<file path="config.mk">
export PLATFORM = sky130hd
export DESIGN_NAME = jam_cost_rom
export DESIGN_NICKNAME = d
export VERILOG_FILES = /design/src/rtl/jam_cost_rom.sv
export SDC_FILE = /design/constraint.sdc
export NUM_CORES = 1
export LEC_CHECK = 0
export BUFFER_PORTS_ARGS = -buffer_cell sky130_fd_sc_hd__buf_4
export CAP_MARGIN = 10
export CORE_MARGIN = 2
export CORE_UTILIZATION = 49
export DETAILED_ROUTE_END_ITERATION = 10
export GPL_TIMING_DRIVEN = 0
export SLEW_MARGIN = 20
export SYNTH_ARGS = -nofsm -noshare
export SYNTH_HDL_FRONTEND = slang
export SYNTH_SLANG_ARGS = --single-unit
</file>
<file path="constraint.sdc">
create_clock -name CLK -period 3.75 [get_ports CLK]
set_input_delay 0 -clock CLK [delete_from_list [all_inputs] [get_ports CLK]]
set_output_delay 0 -clock CLK [all_outputs]
set_load 0.05 [all_outputs]
</file>
<file path="src/rtl/jam_cost_rom.sv">
// jam_cost_rom: NxN worker/job cost table for the job-assignment engine.
// The table is filled through a streaming load port, and each (W,J) lookup is answered one cycle later.
module jam_cost_rom #(
    parameter int N    = 8,
    parameter int IDXW = 3,
    parameter int CW   = 7
) (
    input  logic            CLK,
    input  logic            RST,
    input  logic            LD_START,
    input  logic            LD_VALID,
    input  logic [CW-1:0]   LD_DATA,
    output logic            LD_READY,
    output logic            LD_DONE,
    input  logic [IDXW-1:0] W,
    input  logic [IDXW-1:0] J,
    output logic [CW-1:0]   Cost,
    output logic [15:0]     RD_CNT
);

    localparam int PTR_W = 2 * IDXW;
    localparam int DEPTH = N * N;
    localparam logic [PTR_W-1:0] LAST_PTR = PTR_W'(DEPTH - 1);

    typedef enum logic [1:0] {
        IDLE,
        LOAD,
        SERVE
    } state_t;

    state_t           state;
    logic [PTR_W-1:0] ld_ptr;
    logic [CW-1:0]    mem [DEPTH];
    logic             accept;
    logic [PTR_W-1:0] rd_addr;

    // A start pulse always wins over a word presented in the same cycle.
    assign accept  = (state == LOAD) && LD_VALID && LD_READY && !LD_START;
    assign rd_addr = {W, J};

    // Table storage is deliberately left out of reset so a RAM can be inferred.
    always_ff @(posedge CLK) begin
        if (accept) begin
            mem[ld_ptr] <= LD_DATA;
        end
    end

    always_ff @(posedge CLK or negedge RST) begin
        if (!RST) begin
            state    <= IDLE;
            ld_ptr   <= '0;
            LD_READY <= 1'b0;
            LD_DONE  <= 1'b0;
            Cost     <= '0;
            RD_CNT   <= '0;
        end else if (LD_START) begin
            state    <= LOAD;
            ld_ptr   <= '0;
            LD_READY <= 1'b1;
            LD_DONE  <= 1'b0;
            Cost     <= '0;
            RD_CNT   <= '0;
        end else begin
            case (state)
                LOAD: begin
                    Cost <= '0;
                    if (accept) begin
                        if (ld_ptr == LAST_PTR) begin
                            state    <= SERVE;
                            ld_ptr   <= '0;
                            LD_READY <= 1'b0;
                            LD_DONE  <= 1'b1;
                        end else begin
                            ld_ptr <= ld_ptr + 1'b1;
                        end
                    end
                end
                SERVE: begin
                    Cost <= mem[rd_addr];
                    if (RD_CNT != 16'hFFFF) begin
                        RD_CNT <= RD_CNT + 16'd1;
                    end
                end
                default: begin
                    Cost <= '0;
                end
            endcase
        end
    end

endmodule
</file>
==> impl_metrics.yaml <==
clock_tree:
  clock-sinks: 479
  cts_buffer_depth: 3
  cts-root-buf: "clkbuf_16"
  clock_latency_ns: 0.58
  numCtsBuffers: 49
  h-tree-depth: 2
  cts_tree: "built"
  clk_pin_slew_worst_paths_ns: 0.07
  post_cts_resized: 0
logic_synthesis:
  synth_top_area_share_pct: 70.9
  synthArstFlopShare_pct: 6.47
  synthesis.area_mm2: 0.0190
  synth_ff_type: "edfxtp_1"
  synth_top_area_cell: "edfxtp_1"
  syn_area_per_cell_um2: 19.9
  netlist-cell-type-count: 48
  synth_warnings: 0
  synth_fp_nets: 974
  yosys-top-cells-area: "edfxtp_1, mux4_2, dfrtp_1, nor2_1, mux4_1"
  yosysSeqAreaShare_pct: 75.0
  synth_edf_count: 448
  synth_seq_cells: 479
  syn_inst: 955
floorplanning:
  std_cell_rows: 72
  core-area_mm2: 0.0385
  die_y_um: 201
  start_util_pct: 49.3
  num_io_pins: 42
  fp.dieW_um: 201
  die_area_mm2: 0.0403
critical_path:
  ff2ff_setup_slack_ns: 0.51
  worstPathArrival_ns: 3.44
  endpoint_kind: "flip-flop"
  crit_type: "flip-flop to flip-flop"
  worst_setup_path_start_kind: "flip-flop"
  cp.required_ns: 3.95
  path_max_fanout: 8
timing:
  fin_setup_tns_ns: 0
  slew_viol_final: 0
  finClkSkew_ns: 0.0336
  holdWs_ns: -0.0254
  timing.final.ws_setup_ns: 0.513
  hold_viol_final: 15
  fmax_mhz: 309
  fin_crit_sh_pct: 86.3
  grt_setup_unrepaired: "no"
  period_needed_ns: 3.24
  setup_violations: 0
  worst_pin_slew_ns: 1.02
  relSlewSlack_pct: 30.1
placed_design:
  dp_hpwl_um: 29700
  dp.cells: 1510
  portBuffers: 37
  place_congestion: 0.892
  pre_cts_ws_ns: 0.514
grt:
  antenna_found_initial: 1
  track_usage_pct: 23.8
  overflow: 0
  grt_max_degree: 65
  grt_pass1_wl_um: 68300
  first_global_vias: 9683
power:
  ir_worst_vdd_v: 0.000437
  powerDensity_mw_per_mm2: 517
  leakagePower_nw: 6.94
worst_hold_path:
  hold_path.class: "primary input to flip-flop"
cells_and_area:
  layout.cells.non_filler: 1613
  finalNetCount: 1073
  utilization_pct: 56.2
  area_delta_synth_final_pct: 13.9
  regArea_mm2: 0.0142
  layout_commonest_cell: "edfxtp_1"
  mostFrequentLayoutCells: "edfxtp_1, mux4_2, nor2_1, clkbuf_16, buf_4"
  drive_gt1_share_pct: 22.8
  num-fill-cells: 2968
  multiInputGateArea_mm2: 0.00444
  antenna_cells: 0
routing:
  vias: 9664
  via_per_inst: 5.99
  drc: 0
  wirelength_um: 47300
  routedWlPerCell_um: 29.3
  drtIter0Drc: 1051
  ant_nets: 0
  first_pass_iters: 5
status:
  violations: "negative hold slack"
  status: "finished with violations"
job:
  maxCapViolations: 0
==> routing by layer <==
metal / track usage, % / up-vias / share of wire, %
li1: - / 4100 / -
met2: 36.6 / 420 / 47
met3: 6.14 / 84 / 8.3
met5: 0 / - / 0
met4: 7.41 / 0 / 2.9
met1: 34.0 / 5060 / 42
==> final cells by class <==
cell class              count  area share [%]
plain buffers              50            1.41
repair buffers             48            1.84
multi-input cells         424            20.5
clock inverters            23           0.857
well taps                 518            3.00
clock buffers              69            6.50
flip-flops and latches    479            65.8
inverters                   2          0.0347
==> timing repair <==
item                      CTS  global route
hold endpoints to repair   77             0
setup buffers               0             0
hold buffers               11             0
==> synth_stat cells, types with 6 or more instances <==
master,number
or3_1,7
a21oi_1,18
mux2i_1,19
buf_2,9
nand4_1,7
nor2_1,94
buf_1,6
dfrtp_1,31
nand2_1,35
o21ai_0,9
nor3_1,9
mux4_2,105
buf_4,7
buf_6,8
nor4_1,6
nor2b_1,9
edfxtp_1,448
mux4_1,12
clkbuf_1,18
o22ai_1,12
nand2b_1,7
nand3_1,12
xor2_1,6
xnor2_1,9
==> state kept, by name, summed over array words and instances (netlist names) <==
signal   flops
mem        448
RD_CNT      16
Cost         7
ld_ptr       6
LD_DONE      1
state        1
==> final timing paths <==
check                      startpoint          to  depth (start not counted)
min in group asynchronous         RST     Cost[5]                          4
max in group asynchronous         RST  RD_CNT[14]                          4
min reg2reg                RD_CNT[15]  RD_CNT[15]                          2
max reg2reg                  state[0]  mem[63][3]                          6
min                        LD_DATA[5]  mem[33][5]                          1
max                          state[0]  mem[63][3]                          6
==> through the flow <==
step / instance area (um2) / power [mW] / hold WS, ns
floorplan: 19000 / 6.23 / -0.296
finish: 21600 / 11.2 / -0.0254
CTS: 21600 / 11.2 / 0.00471
global placement: 19900 / 6.46 / -0.00348
detailed placement: 19900 / 6.46 / 0.00116
global route: 21600 / 11.5 / 0.0155
==> power by group <==
part / switching, mW / leakage (nW) / internal, mW / total, mW
clock: 2.00 / 0.782 / 2.81 / 4.81
sequential: 0.00431 / 4.45 / 5.85 / 5.86
combinational: 0.317 / 1.70 / 0.183 / 0.501
==> worst max-delay path, cell delays in order (launching register included) <==
cell,delay (ns)
dfrtp_1,0.44
nand2_1,0.10
or2_2,0.28
clkbuf_1,0.18
nor3b_1,0.42
nand3_1,0.58
nor2_1,0.86
==> cell families (layout without fill, tap and decap cells) <==
group,Yosys count,count (layout),share of synthesized area [%]
XOR/XNOR,15,15,0.692
flip-flops,479,479,75.0
buffers and inverters,52,192,1.65
AO/OA/AOI/OAI,64,64,2.22
adder cells (fa/ha/maj),2,2,0.132
multiplexers,139,139,15.3
AND/OR/NAND/NOR,204,204,5.01
(Power assumes the default switching activity.)
